===== config.mk =====
export PLATFORM = sky130hd
export DESIGN_NAME = polygon_sequencer_flat
export DESIGN_NICKNAME = d
export VERILOG_FILES = /design/src/rtl/polygon_sequencer_pkg.sv /design/src/rtl/polygon_sequencer_if.sv /design/src/rtl/polygon_sequencer_bbox_cull.sv /design/src/rtl/polygon_sequencer.sv /design/src/flat_wrapper.sv
export SDC_FILE = /design/constraint.sdc
export NUM_CORES = 1
export LEC_CHECK = 0
export ABC_AREA = 0
export ABC_CLOCK_PERIOD_IN_PS = 6200
export CAP_MARGIN = 10
export CORE_ASPECT_RATIO = 2
export CORE_MARGIN = 2
export CORE_UTILIZATION = 40
export CTS_BUF_LIST = sky130_fd_sc_hd__clkbuf_4 sky130_fd_sc_hd__clkbuf_8
export DETAILED_ROUTE_END_ITERATION = 8
export PLACE_DENSITY = 0.69
export REMOVE_ABC_BUFFERS = 1
export SLEW_MARGIN = 20
export SYNTH_ARGS = -nofsm -noshare
export SYNTH_HDL_FRONTEND = slang
export SYNTH_HIERARCHICAL = 1
export SYNTH_SLANG_ARGS = --single-unit
export TNS_END_PERCENT = 20

===== constraint.sdc =====
create_clock -name clk_in -period 6.2 [get_ports clk_in]
set_input_delay 0.62 -clock clk_in [delete_from_list [all_inputs] [get_ports clk_in]]
set_output_delay 0.62 -clock clk_in [all_outputs]
set_load 0.01 [all_outputs]

===== src/rtl/polygon_sequencer_pkg.sv =====
// Shared types and constants for the polygon sequencer: FSM states, viewport
// half-extents and the per-polygon table stride.
package polygon_sequencer_pkg;

    typedef enum logic [2:0] {
        IDLE,
        FETCH_HDR,
        FETCH_VERTS,
        START,
        WAIT_DONE,
        NEXT,
        FRAME_DONE
    } state_t;

    localparam int HALF_W = 640;
    localparam int HALF_H = 360;

    // Each polygon block is one header entry followed by its vertex slots.
    function automatic int tbl_stride(input int max_vertices);
        return max_vertices + 1;
    endfunction

endpackage


===== src/rtl/polygon_sequencer_if.sv =====
// Polygon table read bus: registered address out, signed x/y data back after
// a fixed read latency.
interface polygon_sequencer_if #(
    parameter int MAX_NUM_VERTICES = 4,
    parameter int MAX_POLYGONS     = 16
);
    localparam int AW = $clog2(MAX_POLYGONS * (MAX_NUM_VERTICES + 1));

    logic [AW-1:0]      tbl_addr_out;
    logic signed [31:0] tbl_x_in;
    logic signed [31:0] tbl_y_in;

    modport master (output tbl_addr_out, input tbl_x_in, input tbl_y_in);
    modport slave  (input tbl_addr_out, output tbl_x_in, output tbl_y_in);
endinterface


===== src/rtl/polygon_sequencer_bbox_cull.sv =====
// Bounding-box versus viewport overlap test; only present when
// POLYGON_SEQ_CULL_EN is defined.
`ifdef POLYGON_SEQ_CULL_EN
module bbox_cull
    import polygon_sequencer_pkg::*;
#(
    parameter int NV = 4
)(
    input  logic signed [31:0]   xs [NV],
    input  logic signed [31:0]   ys [NV],
    input  logic [$clog2(NV):0]  num_points,
    input  logic signed [31:0]   cam_x,
    input  logic signed [31:0]   cam_y,
    output logic                 visible
);
    // Widened so camera +/- half-extent never wraps.
    logic signed [33:0] min_x, max_x, min_y, max_y;
    logic signed [33:0] vx_lo, vx_hi, vy_lo, vy_hi;

    always_comb begin
        min_x = 34'(xs[0]);
        max_x = 34'(xs[0]);
        min_y = 34'(ys[0]);
        max_y = 34'(ys[0]);
        for (int i = 1; i < NV; i++) begin
            if (i < int'(num_points)) begin
                if (34'(xs[i]) < min_x) min_x = 34'(xs[i]);
                if (34'(xs[i]) > max_x) max_x = 34'(xs[i]);
                if (34'(ys[i]) < min_y) min_y = 34'(ys[i]);
                if (34'(ys[i]) > max_y) max_y = 34'(ys[i]);
            end
        end
        vx_lo   = 34'(cam_x) - 34'(HALF_W);
        vx_hi   = 34'(cam_x) + 34'(HALF_W - 1);
        vy_lo   = 34'(cam_y) - 34'(HALF_H);
        vy_hi   = 34'(cam_y) + 34'(HALF_H - 1);
        visible = (max_x >= vx_lo) && (min_x <= vx_hi) &&
                  (max_y >= vy_lo) && (min_y <= vy_hi);
    end
endmodule
`endif


===== src/rtl/polygon_sequencer.sv =====
// Walks the polygon table once per frame and hands each valid polygon to the
// rasteriser. Optional viewport culling: define POLYGON_SEQ_CULL_EN.
//
// state       | meaning
// IDLE        | waiting for frame_start_in
// FETCH_HDR   | header address issued, waiting out the read latency
// FETCH_VERTS | vertex addresses streamed, vertices captured as data returns
// START       | (cull check) then launch the rasteriser
// WAIT_DONE   | waiting for draw_done_in
// NEXT        | advance polygon index, loop or finish
// FRAME_DONE  | frame_done_out pulse
module polygon_sequencer
    import polygon_sequencer_pkg::*;
#(
    parameter int MAX_NUM_VERTICES = 4,
    parameter int MAX_POLYGONS     = 16,
    parameter int TBL_LATENCY      = 2
)(
    input  logic                          clk_in,
    input  logic                          rst_in,
    input  logic                          frame_start_in,
    input  logic [$clog2(MAX_POLYGONS):0] num_polygons_in,
    input  logic signed [31:0]            camera_x_in,
    input  logic signed [31:0]            camera_y_in,
    polygon_sequencer_if.master           tbl,
    output logic                          draw_start_out,
    output logic signed [31:0]            xs_out [MAX_NUM_VERTICES],
    output logic signed [31:0]            ys_out [MAX_NUM_VERTICES],
    output logic [$clog2(MAX_NUM_VERTICES):0] num_points_out,
    output logic signed [31:0]            camera_x_out,
    output logic signed [31:0]            camera_y_out,
    input  logic                          draw_done_in,
    output logic                          busy_out,
    output logic                          frame_done_out,
    output logic [$clog2(MAX_POLYGONS):0] skipped_out
);
    localparam int PW  = $clog2(MAX_POLYGONS) + 1;
    localparam int CW  = $clog2(MAX_NUM_VERTICES) + 1;
    localparam int IW  = $clog2(MAX_NUM_VERTICES);
    localparam int AW  = $clog2(MAX_POLYGONS * (MAX_NUM_VERTICES + 1));
    localparam int WCW = $clog2(TBL_LATENCY + 1) + 1;
    localparam logic [AW-1:0] STRIDE = AW'(tbl_stride(MAX_NUM_VERTICES));

    state_t           state;
    logic [PW-1:0]    npoly;
    logic [PW-1:0]    poly_idx;
    logic [AW-1:0]    base;
    logic [CW-1:0]    iss;
    logic [IW-1:0]    cap_idx;
    logic [WCW-1:0]   wcnt;
    logic [TBL_LATENCY:0] vpipe;
    logic [CW-1:0]    hdr_cnt;
    logic             visible;

    assign hdr_cnt = tbl.tbl_x_in[CW-1:0];

`ifdef POLYGON_SEQ_CULL_EN
    bbox_cull #(.NV(MAX_NUM_VERTICES)) u_cull (
        .xs         (xs_out),
        .ys         (ys_out),
        .num_points (num_points_out),
        .cam_x      (camera_x_out),
        .cam_y      (camera_y_out),
        .visible    (visible)
    );
`else
    assign visible = 1'b1;
`endif

    always_ff @(posedge clk_in) begin
        if (!rst_in) begin
            state            <= IDLE;
            npoly            <= '0;
            poly_idx         <= '0;
            base             <= '0;
            iss              <= '0;
            cap_idx          <= '0;
            wcnt             <= '0;
            vpipe            <= '0;
            tbl.tbl_addr_out <= '0;
            draw_start_out   <= 1'b0;
            frame_done_out   <= 1'b0;
            busy_out         <= 1'b0;
            skipped_out      <= '0;
            num_points_out   <= '0;
            camera_x_out     <= '0;
            camera_y_out     <= '0;
            for (int i = 0; i < MAX_NUM_VERTICES; i++) begin
                xs_out[i] <= '0;
                ys_out[i] <= '0;
            end
        end else begin
            draw_start_out <= 1'b0;
            frame_done_out <= 1'b0;
            // vpipe[k] marks a vertex read issued k+1 cycles ago.
            vpipe <= {vpipe[TBL_LATENCY-1:0], 1'b0};
            case (state)
                IDLE: begin
                    if (frame_start_in) begin
                        camera_x_out <= camera_x_in;
                        camera_y_out <= camera_y_in;
                        skipped_out  <= '0;
                        poly_idx     <= '0;
                        base         <= '0;
                        busy_out     <= 1'b1;
                        npoly <= (num_polygons_in > PW'(MAX_POLYGONS)) ?
                                 PW'(MAX_POLYGONS) : num_polygons_in;
                        if (num_polygons_in == '0) begin
                            state          <= FRAME_DONE;
                            frame_done_out <= 1'b1;
                        end else begin
                            state            <= FETCH_HDR;
                            tbl.tbl_addr_out <= '0;
                            wcnt             <= WCW'(TBL_LATENCY);
                        end
                    end
                end
                FETCH_HDR: begin
                    if (wcnt != '0) begin
                        wcnt <= wcnt - WCW'(1);
                    end else if (hdr_cnt < CW'(3) || hdr_cnt > CW'(MAX_NUM_VERTICES)) begin
                        skipped_out <= skipped_out + PW'(1);
                        state       <= NEXT;
                    end else begin
                        num_points_out   <= hdr_cnt;
                        tbl.tbl_addr_out <= base + AW'(1);
                        iss              <= CW'(1);
                        cap_idx          <= '0;
                        vpipe[0]         <= 1'b1;
                        state            <= FETCH_VERTS;
                    end
                end
                FETCH_VERTS: begin
                    if (iss != num_points_out) begin
                        tbl.tbl_addr_out <= tbl.tbl_addr_out + AW'(1);
                        iss              <= iss + CW'(1);
                        vpipe[0]         <= 1'b1;
                    end
                    if (vpipe[TBL_LATENCY]) begin
                        xs_out[cap_idx] <= tbl.tbl_x_in;
                        ys_out[cap_idx] <= tbl.tbl_y_in;
                        cap_idx         <= cap_idx + IW'(1);
                        if ({1'b0, cap_idx} == num_points_out - CW'(1))
                            state <= START;
                    end
                end
                START: begin
                    if (visible) begin
                        draw_start_out <= 1'b1;
                        state          <= WAIT_DONE;
                    end else begin
                        skipped_out <= skipped_out + PW'(1);
                        state       <= NEXT;
                    end
                end
                WAIT_DONE: begin
                    if (draw_done_in)
                        state <= NEXT;
                end
                NEXT: begin
                    poly_idx <= poly_idx + PW'(1);
                    base     <= base + STRIDE;
                    if (poly_idx + PW'(1) == npoly) begin
                        state          <= FRAME_DONE;
                        frame_done_out <= 1'b1;
                    end else begin
                        state            <= FETCH_HDR;
                        tbl.tbl_addr_out <= base + STRIDE;
                        wcnt             <= WCW'(TBL_LATENCY);
                    end
                end
                FRAME_DONE: begin
                    state    <= IDLE;
                    busy_out <= 1'b0;
                end
                default: state <= IDLE;
            endcase
        end
    end
endmodule


===== src/flat_wrapper.sv =====
// flat-port wrapper written by rule: the top's interface ports become plain ports
module polygon_sequencer_flat import polygon_sequencer_pkg::*;
#(
    parameter int MAX_NUM_VERTICES = 4,
    parameter int MAX_POLYGONS     = 16,
    parameter int TBL_LATENCY      = 2
)
  (clk_in, rst_in, frame_start_in, num_polygons_in, camera_x_in, camera_y_in, draw_start_out, xs_out, ys_out, num_points_out, camera_x_out, camera_y_out, draw_done_in, busy_out, frame_done_out, skipped_out, tbl_tbl_addr_out, tbl_tbl_x_in, tbl_tbl_y_in);
  polygon_sequencer_if #(.MAX_NUM_VERTICES(MAX_NUM_VERTICES), .MAX_POLYGONS(MAX_POLYGONS)) tbl_i ();
  input  logic clk_in;
  input  logic rst_in;
  input  logic frame_start_in;
  input  logic [$clog2(MAX_POLYGONS):0] num_polygons_in;
  input  logic signed [31:0] camera_x_in;
  input  logic signed [31:0] camera_y_in;
  output logic draw_start_out;
  output logic signed [31:0] xs_out[MAX_NUM_VERTICES];
  output logic signed [31:0] ys_out[MAX_NUM_VERTICES];
  output logic [$clog2(MAX_NUM_VERTICES):0] num_points_out;
  output logic signed [31:0] camera_x_out;
  output logic signed [31:0] camera_y_out;
  input  logic draw_done_in;
  output logic busy_out;
  output logic frame_done_out;
  output logic [$clog2(MAX_POLYGONS):0] skipped_out;
  output wire logic [$bits(tbl_i.tbl_addr_out)-1:0] tbl_tbl_addr_out;
  input wire logic [$bits(tbl_i.tbl_x_in)-1:0] tbl_tbl_x_in;
  input wire logic [$bits(tbl_i.tbl_y_in)-1:0] tbl_tbl_y_in;
  assign tbl_tbl_addr_out = tbl_i.tbl_addr_out;
  assign tbl_i.tbl_x_in = tbl_tbl_x_in;
  assign tbl_i.tbl_y_in = tbl_tbl_y_in;
  polygon_sequencer #(.MAX_NUM_VERTICES(MAX_NUM_VERTICES), .MAX_POLYGONS(MAX_POLYGONS), .TBL_LATENCY(TBL_LATENCY)) u_core (.clk_in(clk_in), .rst_in(rst_in), .frame_start_in(frame_start_in), .num_polygons_in(num_polygons_in), .camera_x_in(camera_x_in), .camera_y_in(camera_y_in), .tbl(tbl_i), .draw_start_out(draw_start_out), .xs_out(xs_out), .ys_out(ys_out), .num_points_out(num_points_out), .camera_x_out(camera_x_out), .camera_y_out(camera_y_out), .draw_done_in(draw_done_in), .busy_out(busy_out), .frame_done_out(frame_done_out), .skipped_out(skipped_out));
endmodule

==> run metrics, run 1 <==
Clock Tree Buf Depth=3; htree depth=2; CP endpoint kind=flop; average size of a mapped cell=between 7 and 8 sq um; Slew Limit Fails=0; clock skew=12.9 ps; share of cells above drive strength 1=6.24%; Pleak=0.00680 uW; vias per cell=5.12; GR peak layer=met2; Slew HR=23.4%; Post-CTS Setup Bufs=0; RePlAce Congestion=0.928; Non-Filler Instances=2,655; Fin Hold WS=about 430 ps; slowest cell delay on critical path=860 ps; setup TNS=0 ps; All-Layer GR Usage=26.3%; Rows=96; cts hold-fix bufs=0; Post-route DRC=0; met1 Track Usage GR=27.7%; DR pass1 iterations=7; Final period util=between 50% and 60%; total wire length=49,300 microns; FF/Latch Area=7390 sq um; count of cell types in the netlist=64; GR met3 Demand/Resource=7.19%; CP Cell Sequence=nor3b_2, and3_2, buf_4, nand2_1, a21oi_1; io pins=approximately 480; root buffer cell=clkbuf_8; vias in the first global route=approximately 13,000; post-synth top area share=53.3%; worst slew pin tran=1150 ps; port bufs=~470; Post-synth EDFFs=0; Pwr Density=289 nW/um^2; max_cap viols=0; pin count of the biggest net entering global routing=185; detailed placer's ending HPWL=34,500 microns; hold crit path type=reg -> reg; Initial Utilization=approximately 40%; prevailing post-synth register cell=dfxtp_1; final hold violation count=0; Core Area=34,200 sq um; cells after synthesis=1,753; ys async rst share=0%; crit path max fanout=33; clk_lat worst skew=590 ps; Final Critical Period=3390 ps; total grt overflow=0; FF+latch count, synth=between 300 and 400; CP max stage cell=and3_2; setup ws final=~2800 ps; Fillers=3,184; status=complete, no violations; Buffers & Inverters on Critical Path=1; fmax=295 MHz; die area=36,300 sq um; dpl cells=~2,600; vias=13,600; largest cells by area after synthesis=dfxtp_1 53%, nand2_1 19%, a21oi_1 13%, clkbuf_1 2.2%, buf_2 1.3%; 1st-iter DRT viols=743; Critical Path Source Type=flop; top-count cell post-synth=nand2_1; chip width=136 microns; Worst IR Drop VDD=201 uV; CTS tree=built; synthesized area=between 10,000 and 15,000 sq um; post-synthesis sequential area ratio=53.3%; initial antenna violation count=2; Synth area leader=dfxtp_1; multi-input combinational cell area=5930 sq um; TritonCTS Sinks=369; required time of the worst setup path=6700 ps; GRT met2 Usage=47.6%; Routed wire per std cell=18.6 microns; synth warn=6; CTS clk-pin slew, worst paths=approximately 70 ps; Largest delay share family, worst path=simple AND/OR/NAND/NOR gates; antenna viol nets, final=0; RSZ-0062 raised after global routing=false; Total Nets Final=between 2,000 and 2,500; Area Growth Syn to Fin=43.7%; CP Data Arrival Time=3880 ps; worst slack at placement=2860 ps; Final Setup Violations=0; die height=267 microns; post_cts resized=0; first-pass GRT wire length=roughly 75,000 microns; top cells by count, synth=694 x nand2_1, 369 x dfxtp_1, 351 x a21oi_1; WS Path Type=reg -> reg; CTS Buf Count=53
==> kinds of logic (layout without fill, tap and decap cells) <==
group	after synthesis	in the layout	synth area share, %
buffers and inverters	132	591	4.07
flip-flops	369	369	53.3
AO/OA/AOI/OAI	415	415	16.5
multiplexers	8	8	0.587
AND/OR/NAND/NOR	797	797	23.3
adder cells (fa/ha/maj)	12	12	1.08
other	0	2	0
XOR/XNOR	20	20	1.26
==> cell type report <==
class,instances,share of cell area (%)
antenna,2,0.0251
clock buffer,85,5.24
clock inverter,8,0.465
inverter,9,0.207
multi-input combinational,1252,29.8
sequential,369,37.1
tap,441,2.77
timing repair buffer,489,24.4
==> placed cells by master (no fill, tap or decap), drive strengths merged, types with 7 or more instances in the layout <==
| cell type | synthesis | routed |
|---|---|---|
| nand2 | 694 | 694 |
| o21ai | 21 | 21 |
| dfxtp | 369 | 369 |
| xnor2 | 9 | 9 |
| nor2 | 27 | 27 |
| nand3 | 11 | 11 |
| buf | 41 | 15 |
| xor2 | 11 | 11 |
| inv | 8 | 9 |
| clkdlybuf4s50 | 0 | 474 |
| a21oi | 351 | 351 |
| ha | 12 | 12 |
| mux2i | 7 | 7 |
| clkbuf | 82 | 85 |
| nor3 | 12 | 12 |
| nand3b | 8 | 8 |
==> worst reg2reg max path: cells and delay by family (launching register included) <==
kind	cells	cell delay, ps
simple gates	3	1780
compound gates	1	140
buf+inv	1	550
flops	1	810
==> flip-flops by register name, indices dropped and copies added, names as in the netlist, 7 cells and up <==
| register | flops |
|---|---|
| u_core/camera_y_out | 32 |
| u_core/base | 7 |
| u_core/xs_out | 128 |
| u_core/camera_x_out | 32 |
| u_core/ys_out | 128 |
| u_core/tbl.tbl_addr_out | 7 |
==> final timing paths <==
path,start,end,slack [ps],cells after the start
setup / recovery,u_core/state[1],u_core/xs_out[51],2810,5
hold / removal,u_core/vpipe[1],u_core/vpipe[2],430,1
setup reg to reg,u_core/state[1],u_core/xs_out[51],2810,5
hold reg to reg,u_core/vpipe[1],u_core/vpipe[2],430,1
==> metal layers <==
metal	share of wire (%)	up-vias
li1	-	6579
met1	35	6406
met2	52	501
met3	7.4	120
met4	4.7	0
met5	0	-
==> power by group <==
group | internal, uW | switching, uW | total [uW]
clock network | 1140 | 914 | 2060
logic | 469 | 619 | 1090
registers | 2490 | 113 | 2600
total | 4110 | 1650 | 5750
==> through the flow <==
stage,area [sq um],total power [uW],utilization (%)
final,19900,5750,58.2
after global routing,19900,6010,58.2
after CTS,19900,5800,58.2
after detailed placement,18800,3740,54.9
after global placement,18800,3720,54.9
after floorplan,13300,3220,-
Note: power is estimated with default switching activity, not from simulation.
==> run 2, diff against run 1 <==
--- a/config.mk
+++ b/config.mk
@@ -6,7 +6,7 @@
 export NUM_CORES = 1
 export LEC_CHECK = 0
 export ABC_AREA = 0
-export ABC_CLOCK_PERIOD_IN_PS = 6200
+export ABC_CLOCK_PERIOD_IN_PS = 3360
 export CAP_MARGIN = 10
 export CORE_ASPECT_RATIO = 2
 export CORE_MARGIN = 2
==> constraint.sdc (replaced) <==
create_clock -name clk_in -period 3.36 [get_ports clk_in]
set_input_delay 0.336 -clock clk_in [delete_from_list [all_inputs] [get_ports clk_in]]
set_output_delay 0.336 -clock clk_in [all_outputs]
set_load 0.01 [all_outputs]
==> run metrics, run 2 (synthesized netlist as in run 1, its figures left out) <==
status=finished, violations left (was complete, no violations); violated checks=DRC; Slew Limit Fails=0 (unchanged); Post-route DRC=1 (was 0); commonest non-fill, non-tap cells in the layout=690 x nand2_1, 474 x clkdlybuf4s50_1, 369 x dfxtp_1, 351 x a21oi_1, 66 x clkbuf_8 (was 690 x nand2_1, 474 x clkdlybuf4s50_1, 369 x dfxtp_1, 351 x a21oi_1, 65 x clkbuf_8); All-Layer GR Usage=27.0% (was 26.3%); max_cap viols=0 (unchanged); CP max stage cell=dfxtp_1 (was and3_2); port bufs=474 (unchanged); Final period util=76.8% (was 54.6%); antenna viol nets, final=0 (unchanged); total power=10,700 uW (was 5750 uW); Pleak=0.00690 uW (was 0.00680 uW); Critical Path Source Type=flop (unchanged); total wire length=50,200 microns (was 49,300 microns); CP Cell Sequence=nor3b_2, and2_1, nand2_2, buf_4, nand2_1, a21oi_1 (was nor3b_2, and3_2, buf_4, nand2_1, a21oi_1); Rows=96 (unchanged); total grt overflow=0 (unchanged); Post-CTS Setup Bufs=0 (unchanged); pin count of the biggest net entering global routing=71 (was 185); chip width=136 microns (unchanged); Buffers & Inverters on Critical Path=1 (unchanged); RSZ-0062 raised after global routing=false (unchanged); vias in the first global route=13,200 (was 13,100); Pwr Density=531 nW/um^2 (was 289 nW/um^2); CP Data Arrival Time=3090 ps (was 3880 ps); largest registers=u_core/xs_out: 128 flops, u_core/ys_out: 128 flops (unchanged); die area=36,300 sq um (unchanged); Slew HR=47.8% (was 23.4%); clk_lat worst skew=600 ps (was 590 ps); Largest delay share family, worst path=simple AND/OR/NAND/NOR gates (unchanged); TritonCTS Sinks=369 (unchanged); Core Area=34,200 sq um (unchanged); initial antenna violation count=2 (unchanged); final hold violation count=0 (unchanged); CTS Buf Count=52 (was 53); CP endpoint kind=flop (unchanged); 1st-iter DRT viols=732 (was 743); root buffer cell=clkbuf_8 (unchanged); dpl cells=2,574 (was 2,560); RePlAce Congestion=0.883 (was 0.928); io pins=475 (unchanged); die height=267 microns (unchanged); slowest cell delay on critical path=780 ps (was 860 ps); fmax=387 MHz (was 295 MHz); Non-Filler Instances=2,670 (was 2,655); detailed placer's ending HPWL=36,100 microns (was 34,500 microns); htree depth=2 (unchanged); Initial Utilization=40.5% (unchanged); vias=13,700 (was 13,600); required time of the worst setup path=3870 ps (was 6700 ps); Finished Core Util=58.8% (was 58.2%); Area Growth Syn to Fin=45.1% (was 43.7%); Fillers=3,180 (was 3,184); share of cells above drive strength 1=6.87% (was 6.24%); cts hold-fix bufs=0 (unchanged); vias per cell=5.14 (was 5.12); clock skew=26.6 ps (was 12.9 ps); commonest non-fill, non-tap cell in the layout=nand2_1 (unchanged); hold crit path type=in -> reg (was reg -> reg); Fin Hold WS=287 ps (was 435 ps); CTS clk-pin slew, worst paths=70 ps (about the same); first-pass GRT wire length=75,900 microns (was 74,600 microns); Worst IR Drop VDD=468 uV (was 201 uV); Final Setup Violations=0 (unchanged); worst slew pin tran=783 ps (was 1150 ps); WS Path Type=reg -> reg (unchanged); Clock Tree Buf Depth=3 (unchanged); Total Nets Final=2,336 (was 2,323); crit path max fanout=38 (was 33); CTS tree=built (unchanged); Final Critical Period=2580 ps (was 3390 ps); DR pass1 iterations=9 (was 7); Routed wire per std cell=18.8 microns (was 18.6 microns); setup TNS=0 ps (unchanged); post_cts resized=0 (unchanged)
==> run 2: power by group <==
part	leakage, uW	internal (uW)	switching, uW
combinational	0.00331	891	1190
clock	0.000609	2100	1720
sequential	0.00298	4600	191
total	0.00690	7590	3100
==> run 2: cell type report <==
class / instances / area (sq um) / share of cell area [%]
multi-input combinational: 1252 / 5930 / 29.5
antenna: 2 / 5.00 / 0.0249
timing repair buffer: 503 / 5050 / 25.1
tap: 441 / 552 / 2.74
inverter: 9 / 41.3 / 0.205
sequential: 369 / 7390 / 36.7
clock buffer: 82 / 1030 / 5.11
clock inverter: 12 / 119 / 0.591
==> run 2: worst reg2reg max path: stages, from the launching register on <==
cell	delay (ps)
dfxtp_1	780
nor3b_2	120
and2_1	270
nand2_2	520
buf_4	490
nand2_1	150
a21oi_1	150
==> run 2: routing by layer <==
layer	global-route usage, %	wire, microns
met4	13.2	2500
met3	6.83	3500
met2	48.7	26300
met5	0	0
met1	28.8	18000
==> run 2: path summary, 6_finish.rpt <==
check / cells after the start / end / start / slack [ps]
min: 3 / u_core/camera_y_out[24] / camera_y_in[24] / 290
min reg2reg: 1 / u_core/vpipe[2] / u_core/vpipe[1] / 450
max: 6 / u_core/ys_out[25] / u_core/state[2] / 780
max reg2reg: 6 / u_core/ys_out[25] / u_core/state[2] / 780
==> run 2: metrics by stage <==
stage | setup WS (ps) | area, sq um
after global routing | 567 | 20100
after CTS | 789 | 20100
after detailed placement | 839 | 19000
after global placement | 889 | 19000
after floorplan | -3310 | 13300
final | 778 | 20100
==> run 3, diff against run 2 <==
--- a/config.mk
+++ b/config.mk
@@ -6,14 +6,14 @@
 export NUM_CORES = 1
 export LEC_CHECK = 0
 export ABC_AREA = 0
-export ABC_CLOCK_PERIOD_IN_PS = 3360
+export ABC_CLOCK_PERIOD_IN_PS = 2200
 export CAP_MARGIN = 10
 export CORE_ASPECT_RATIO = 2
 export CORE_MARGIN = 2
 export CORE_UTILIZATION = 40
 export CTS_BUF_LIST = sky130_fd_sc_hd__clkbuf_4 sky130_fd_sc_hd__clkbuf_8
 export DETAILED_ROUTE_END_ITERATION = 8
-export PLACE_DENSITY = 0.69
+export PLACE_DENSITY = 0.72
 export REMOVE_ABC_BUFFERS = 1
 export SLEW_MARGIN = 20
 export SYNTH_ARGS = -nofsm -noshare
==> constraint.sdc (replaced) <==
create_clock -name clk_in -period 2.2 [get_ports clk_in]
set_input_delay 0.22 -clock clk_in [delete_from_list [all_inputs] [get_ports clk_in]]
set_output_delay 0.22 -clock clk_in [all_outputs]
set_load 0.01 [all_outputs]
==> run metrics, run 3 (synthesized netlist as in run 1, its figures left out) <==
Clock Tree Buf Depth=3 (unchanged); total wire length=51,500 microns (was 50,200 microns); combinational share of power=20.4% (was 19.5%); cts hold-fix bufs=0 (unchanged); CP endpoint kind=flop (unchanged); FF/Latch Area=7390 sq um (about the same); chip width=136 microns (unchanged); max_cap viols=0 (unchanged); Routed wire per std cell=19.0 microns (was 18.8 microns); Flop pwr share=43.4% (was 44.8%); CP Data Arrival Time=2610 ps (was 3090 ps); status=complete, no violations (was finished, violations left); Post-CTS Setup Bufs=0 (unchanged); slowest cell delay on critical path=380 ps (was 780 ps); detailed placer's ending HPWL=36,200 microns (was 36,100 microns); crit path max fanout=7 (was 38); 1st-iter DRT viols=881 (was 732); initial antenna violation count=4 (was 2); Critical Path Source Type=flop (unchanged); clock power share=36.2% (was 35.7%); Final Setup Violations=0 (unchanged); final hold violation count=0 (unchanged); Worst IR Drop VDD=631 uV (was 468 uV); commonest non-fill, non-tap cells in the layout=690 x nand2_1, 474 x clkdlybuf4s50_1, 367 x dfxtp_1, 350 x a21oi_1, 72 x clkbuf_8 (was 690 x nand2_1, 474 x clkdlybuf4s50_1, 369 x dfxtp_1, 351 x a21oi_1, 66 x clkbuf_8); setup ws final=84.6 ps (was 778 ps); Fillers=3,124 (was 3,180); multi-input combinational cell area=5950 sq um (was 5930 sq um); port bufs=474 (unchanged); worst slack at placement=6.40 ps (was 839 ps); DR pass1 iterations=5 (was 9); hold crit path type=in -> reg (unchanged); RSZ-0062 raised after global routing=true (was false); GRT met2 Usage=49.9% (was 48.7%); commonest non-fill, non-tap cell in the layout=nand2_1 (unchanged); setup TNS=0 ps (unchanged); vias per cell=5.19 (was 5.14); pin count of the biggest net entering global routing=76 (was 71); Core Area=34,200 sq um (unchanged); CTS clk-pin slew, worst paths=70 ps (about the same); antenna viol nets, final=0 (unchanged); TritonCTS Sinks=369 (unchanged); die area=36,300 sq um (unchanged); share of cells above drive strength 1=8.50% (was 6.87%); largest registers=u_core/xs_out: 128 flops, u_core/ys_out: 128 flops (unchanged); Pwr Density=816 nW/um^2 (was 531 nW/um^2); post_cts resized=1 (was 0); Post-route DRC=0 (was 1); RePlAce Congestion=0.969 (was 0.883); Pleak=0.00710 uW (was 0.00690 uW); switching power=4840 uW (was 3100 uW); worst slew pin tran=535 ps (was 783 ps); internal power=11,900 uW (was 7590 uW); Slew Limit Fails=0 (unchanged); io pins=475 (unchanged); switching share of power=28.9% (was 29.0%); Initial Utilization=40.5% (unchanged); clk_lat worst skew=610 ps (was 600 ps); die height=267 microns (unchanged); Largest delay share family, worst path=compound AO/OA/AOI/OAI gates (was simple AND/OR/NAND/NOR gates); GR peak layer=met2 (unchanged); Slew HR=64.3% (was 47.8%); CTS tree=built (unchanged); vias=14,000 (was 13,700); required time of the worst setup path=2700 ps (was 3870 ps); All-Layer GR Usage=27.4% (was 27.0%); CP max stage cell=a211o_2 (was dfxtp_1); clock skew=25.4 ps (was 26.6 ps); root buffer cell=clkbuf_8 (unchanged); GR met3 Demand/Resource=7.70% (was 6.83%); total power=16,700 uW (was 10,700 uW); Buffers & Inverters on Critical Path=1 (unchanged); vias in the first global route=13,700 (was 13,200); Total Nets Final=2,366 (was 2,336); WS Path Type=reg -> reg (unchanged); Area Growth Syn to Fin=48.0% (was 45.1%); R2R Setup Slk=80 ps (was 780 ps); Final period util=96.2% (was 76.8%); CTS Buf Count=52 (unchanged); CP Cell Sequence=inv_1, ha_1, nor2b_1, o21ai_1, a211o_4, a211o_2, o32ai_2 (was nor3b_2, and2_1, nand2_2, buf_4, nand2_1, a21oi_1); first-pass GRT wire length=77,100 microns (was 75,900 microns); total grt overflow=0 (unchanged); met1 Track Usage GR=27.9% (was 28.8%); Final Critical Period=2120 ps (was 2580 ps); fmax=473 MHz (was 387 MHz); Rows=96 (unchanged); htree depth=2 (unchanged)
==> run 3: cell count changes in the layout (fill, tap and decap cells not counted), sizes merged <==
cell | before | now
buf | 29 | 59
diode | 2 | 4
inv | 10 | 12
clkbuf | 82 | 83
clkinv | 7 | 8
clkinvlp | 2 | 1
==> run 3: layer usage <==
layer / share of wire (%) / wire length (microns)
met1: 35 / 17800
met2: 53 / 27000
met3: 7.6 / 3890
met4: 5.4 / 2760
met5: 0 / 0
==> run 3: path summary, 6_finish.rpt <==
kind	cells after the start	end	startpoint
setup reg to reg	7	u_core/tbl.tbl_addr_out[6]	u_core/wcnt[1]
setup / recovery	7	u_core/tbl.tbl_addr_out[6]	u_core/wcnt[1]
hold / removal	3	u_core/camera_y_out[3]	camera_y_in[3]
hold reg to reg	1	u_core/vpipe[1]	u_core/vpipe[0]
==> run 3: final cells by class <==
type                            instances  area share, %
Sequential cell                       369           36.0
Multi-Input combinational cell       1252           29.0
Timing Repair Buffer                  533           26.1
Clock buffer                           83           5.23
Tap cell                              441           2.69
Clock inverter                         14          0.665
Inverter                                9          0.201
Antenna cell                            4         0.0488
==> run 3: power by group through the flow <==
stage	combinational [uW]	clock (uW)	sequential, uW
detailed placement	3390	0	7400
finish	3420	6060	7270
floorplan	1530	0	7550
global placement	3320	0	7380
global route	3670	6460	7300
CTS	3390	6200	7250
==> run 3: through the flow <==
step                      util, %  hold slack (ps)  cells  cell area [sq um]
after detailed placement     56.3              422   2604              19300
after floorplan                 -              334   1630              13300
after global placement       56.3              420   2604              19300
after global routing         59.9              138   2705              20500
final                        59.9              153   2705              20500
after CTS                    59.8              115   2701              20500
==> run 3: tightest hold or removal path, cell delays in order <==
cell             delay, ps
clkdlybuf4s50_1        400
nand2_1                 60
a21oi_1                 50
